$ cat src/rtl/rhd2000_data_model_pkg.sv
// Shared constants for the RHD2000 SPI data model:
// command opcodes, result codes and register/ROM address map.
package rhd2000_data_model_pkg;

    localparam logic [1:0] OP_CONVERT = 2'b00;
    localparam logic [1:0] OP_MISC    = 2'b01;
    localparam logic [1:0] OP_WRITE   = 2'b10;
    localparam logic [1:0] OP_READ    = 2'b11;

    localparam logic [15:0] RESULT_MIDSCALE = 16'h8000;

    localparam int          RAM_DEPTH = 18;
    localparam logic [5:0]  RAM_LAST  = 6'd17;

    localparam logic [5:0] ROM_I        = 6'd40;
    localparam logic [5:0] ROM_N1       = 6'd41;
    localparam logic [5:0] ROM_T        = 6'd42;
    localparam logic [5:0] ROM_A        = 6'd43;
    localparam logic [5:0] ROM_N2       = 6'd44;
    localparam logic [5:0] ROM_REVISION = 6'd60;
    localparam logic [5:0] ROM_UNIPOLAR = 6'd61;
    localparam logic [5:0] ROM_CHANNELS = 6'd62;
    localparam logic [5:0] ROM_ID       = 6'd63;

    function automatic logic [7:0] intan_byte(input logic [2:0] idx);
        logic [7:0] b;
        b = 8'h00;
        case (idx)
            3'd0:    b = 8'h49;
            3'd1:    b = 8'h4E;
            3'd2:    b = 8'h54;
            3'd3:    b = 8'h41;
            3'd4:    b = 8'h4E;
            default: b = 8'h00;
        endcase
        return b;
    endfunction

endpackage

$ cat src/rtl/rhd2000_data_model_regfile.sv
// 18x8 register RAM plus the ID and chip-info ROMs behind
// a single combinational read port and one synchronous write port.
module rhd2000_regfile
    import rhd2000_data_model_pkg::*;
#(
    parameter int CHANNELS = 32,
    parameter int REVISION = 1,
    parameter int UNIPOLAR = 1,
    parameter int ID       = 1
) (
    input  logic       i_clk,
    input  logic       i_rst,
    input  logic       i_we,
    input  logic [5:0] i_waddr,
    input  logic [7:0] i_wdata,
    input  logic [5:0] i_raddr,
    output logic [7:0] o_rdata,
    output logic       o_aux
);

    logic [7:0] r_ram [RAM_DEPTH];

    always_ff @(posedge i_clk) begin
        if (i_rst) begin
            for (int i = 0; i < RAM_DEPTH; i++) begin
                r_ram[i] <= 8'h00;
            end
        end else if (i_we && i_waddr <= RAM_LAST) begin
            r_ram[i_waddr[4:0]] <= i_wdata;
        end
    end

    always_comb begin
        o_rdata = 8'h00;
        if (i_raddr <= RAM_LAST) begin
            o_rdata = r_ram[i_raddr[4:0]];
        end else begin
            case (i_raddr)
                ROM_I, ROM_N1, ROM_T, ROM_A, ROM_N2:
                    o_rdata = intan_byte(3'(i_raddr - ROM_I));
                ROM_REVISION: o_rdata = 8'(REVISION);
                ROM_UNIPOLAR: o_rdata = 8'(UNIPOLAR);
                ROM_CHANNELS: o_rdata = 8'(CHANNELS);
                ROM_ID:       o_rdata = 8'(ID);
                default:      o_rdata = 8'h00;
            endcase
        end
    end

    assign o_aux = r_ram[3][0];

endmodule

$ cat config.mk
export PLATFORM = sky130hd
export DESIGN_NAME = rhd2000_regfile
export DESIGN_NICKNAME = d
export VERILOG_FILES = /design/src/rtl/rhd2000_data_model_pkg.sv /design/src/rtl/rhd2000_data_model_regfile.sv
export SDC_FILE = /design/constraint.sdc
export NUM_CORES = 1
export LEC_CHECK = 0
export ABC_CLOCK_PERIOD_IN_PS = 5900
export CAP_MARGIN = 40
export CORE_ASPECT_RATIO = 1.2
export CORE_UTILIZATION = 65
export DETAILED_ROUTE_END_ITERATION = 6
export GPL_ROUTABILITY_DRIVEN = 0
export HOLD_SLACK_MARGIN = 0.1
export PLACE_DENSITY = 0.94
export SLEW_MARGIN = 30
export SYNTH_ARGS = -nofsm -noshare
export SYNTH_HDL_FRONTEND = slang
export SYNTH_SLANG_ARGS = --single-unit
export TNS_END_PERCENT = 10
$ cat constraint.sdc
create_clock -name i_clk -period 5.9 [get_ports i_clk]
set_input_delay 0.59 -clock i_clk [delete_from_list [all_inputs] [get_ports i_clk]]
set_output_delay 0.59 -clock i_clk [all_outputs]
set_load 0.005 [all_outputs]
==> flow_metrics.py <==
metrics = {
    "outcome": {
        "outcome": "complete, no violations",
    },
    "worst_setup_path": {
        "path_class": "input port to primary output",
        "critPathArrivalTime_ns": 3.68,
        "cp-endpoint": "o_rdata[0]",
        "startpoint": "i_raddr[2]",
        "startpoint_type": "input port",
        "cp-end-kind": "primary output",
        "required_ns": 5.31,
        "worstPathMaxFanout": 19,
    },
    "global_route": {
        "grt_max_degree": 30,
        "grt_pass1_wl_mm": 36.23,
        "grt_pass1_vias": 6658,
        "antenna_found_initial": 0,
        "overflow": 0,
        "groute.usage.overall": 0.2896,
    },
    "detailed_routing": {
        "routedWlPerCell_um": 22.32,
        "route.met2.wl_mm": 12.52,
        "wirelength_met1_mm": 7.758,
        "postRouteWirelength_mm": 23.37,
        "routed.top_layer": "met4",
        "vias_per_cell": 6.155,
        "drt_drc_violations_left": 0,
        "ant_nets": 0,
        "wl_met3_mm": 1.991,
        "drt_iter0_drc": 827,
        "num_vias": 6444,
        "first_pass_iters": 7,
    },
    "power_and_ir_drop": {
        "power_density_nw_per_um2": 304.8,
        "finalPower_mw": 3.714,
        "ir_worst_vdd_v": 0.0002157,
        "p_leak_nw": 4.172,
    },
    "clock_network": {
        "clkTransAtPathRegs_ns": 0.06,
        "clockRootBuffer": "clkbuf_16",
        "cts_hold_buffers": 0,
        "htreeDepth": 1,
        "cts_sinks": 248,
        "cts_buffers": 23,
        "cts_resized": 0,
        "cts_tree": "yes",
        "clock_path_buffers": 3,
        "cts_setup_buffers": 0,
    },
    "floorplan": {
        "die_w_um": 119.1,
        "die_h_um": 142.5,
        "die-area_um2": 16970,
        "rows": 51,
        "top_level_ports": 32,
        "initial_core_util": 0.6625,
        "fp.coreArea_um2": 16140,
    },
    "sta": {
        "final.setup.worst_slack_ns": 1.633,
        "period_share": 0.7232,
        "setup_tns_ns": 0,
        "worst_pin_slew_ns": 0.8257,
        "slew_violations": 0,
        "slew_headroom": 0.4478,
        "rsz0062_at_grt": "no",
        "setup_viol": 0,
        "min_period_ns": 4.267,
        "finalHoldViolCount": 0,
        "fmax_mhz": 234.4,
    },
    "finish": {
        "fillers": 892,
        "top_regs": "r_ram (248)",
        "final_cells": 1047,
        "n_antenna_cell": 0,
        "drive_above_1_share": 0.1281,
        "regMostFlops": "r_ram",
        "final_nets": 843,
        "final_core_util": 0.7548,
        "syn_to_final_growth_pct": 13.93,
        "largest_register_ffs": 248,
    },
    "placed_design": {
        "place_ws_ns": 1.812,
        "place_inst": 1006,
        "dp_hpwl_mm": 14.95,
        "buffer_ports.inserted": 31,
    },
    "synth": {
        "synthFlopType": "edfxtp_1",
        "ys_seq_area_frac": 0.6963,
        "synthArstFlopShare": 0,
        "ys_seq_elements": 248,
        "synth_edf_count": 248,
        "syn_area_per_cell_um2": 15.39,
        "yosys.cell_types.count": 56,
        "synthesis.area_um2": 10700,
        "yosys_warnings": 0,
        "netlist_instances": 695,
    },
    "min_path": {
        "whs_path_depth": 3,
        "min_path_type": "input port to register",
    },
    "run": {
        "maxCapViolCount": 0,
    },
}
-- routing by layer --
layer  vias to the layer above  global-route usage
met4                         0              0.1439
met3                        86             0.04567
li1                       2787                   -
met1                      3140              0.3310
met2                       431              0.5288
met5                         -                   0
-- worst max-delay path: stages --
cell and delay, ns:
clkdlybuf4s50_1 0.84, buf_4 0.41, or3_1 0.38, a211oi_1 0.42, nor4_1 0.15, nor3_1 0.31
clkdlybuf4s50_1 0.56
-- worst min path at each step --
stage / from / to / slack [ns]
2_1_floorplan: i_wdata[7] / r_ram[0][7] / 0.86
3_3_place_gp: r_ram[3][0] / o_aux / 1.41
3_5_place_dp: r_ram[3][0] / o_aux / 1.42
4_1_cts: i_wdata[7] / r_ram[6][7] / 1.06
5_1_grt: i_wdata[7] / r_ram[6][7] / 1.09
6_report: i_wdata[7] / r_ram[6][7] / 1.08
-- placed cells by master (no fill, tap or decap), types with 9 or more instances in the layout --
master	Yosys	layout
clkbuf_16	0	23
clkdlybuf4s50_1	0	28
clkinv_1	1	11
conb_1	1	104
edfxtp_1	248	248
mux2i_1	35	35
mux4_2	48	48
nand2_1	29	29
nand2b_1	19	19
nor2_1	153	153
nor3_1	9	9
-- where the power goes --
group          internal [mW]  switching, mW  total (mW)
combinational          0.123          0.164       0.286
sequential              2.04         0.0309        2.07
clock                  0.754          0.607        1.36
total                   2.91          0.802        3.71
-- cells by family (layout without fill, tap and decap cells) --
group                  count (synthesis)  count (layout)  synth area share
multiplexers                          85              85            0.1359
XOR/XNOR                               1               1         0.0008191
buffers and inverters                 54              91           0.02445
other                                  1             104         0.0003506
flip-flops                           248             248            0.6963
AO/OA/AOI/OAI                         54              54           0.03650
AND/OR/NAND/NOR                      252             252            0.1056
-- final cells by class --
type,instances,area (µm²),area share
clock buffer,28,594.3,0.04877
clock inverter,12,72.57,0.005955
inverter,10,37.54,0.003080
multi-input combinational,496,3373,0.2768
sequential,248,7447,0.6112
tap,212,265.3,0.02177
timing repair buffer,41,395.4,0.03245
-- through the flow --
step                      hold WS (ns)  instance area [µm²]
final                            1.080                12190
after global routing             1.092                12190
after CTS                        1.063                12190
after detailed placement         1.416                11520
after global placement           1.414                11480
after floorplan                 0.8636                11080
-- synth_stat cells (2+ instances only) --
cell	count	area [µm²]
nand2_2	8	50.05
a211oi_1	6	45.04
mux4_2	48	1081
o22ai_1	8	50.05
o21bai_1	2	15.01
buf_2	17	85.08
inv_2	8	30.03
or3_1	4	25.02
nand3_1	3	15.01
mux2i_1	35	350.3
nand2_1	29	108.9
mux2_2	2	22.52
a21oi_1	8	40.04
nor2_1	153	574.3
a21o_1	3	22.52
nor4_1	4	25.02
nand3b_1	4	30.03
nand2b_1	19	118.9
edfxtp_1	248	7447
o221ai_1	5	43.79
clkbuf_1	16	60.06
buf_6	2	22.52
nor2b_1	7	43.79
buf_4	6	45.04
nand4_1	3	18.77
buf_1	3	11.26
o21ai_0	4	20.02
a221oi_1	2	17.52
nor3_1	9	45.04
o32a_1	3	30.03
Note: power is estimated with default switching activity, not from simulation.
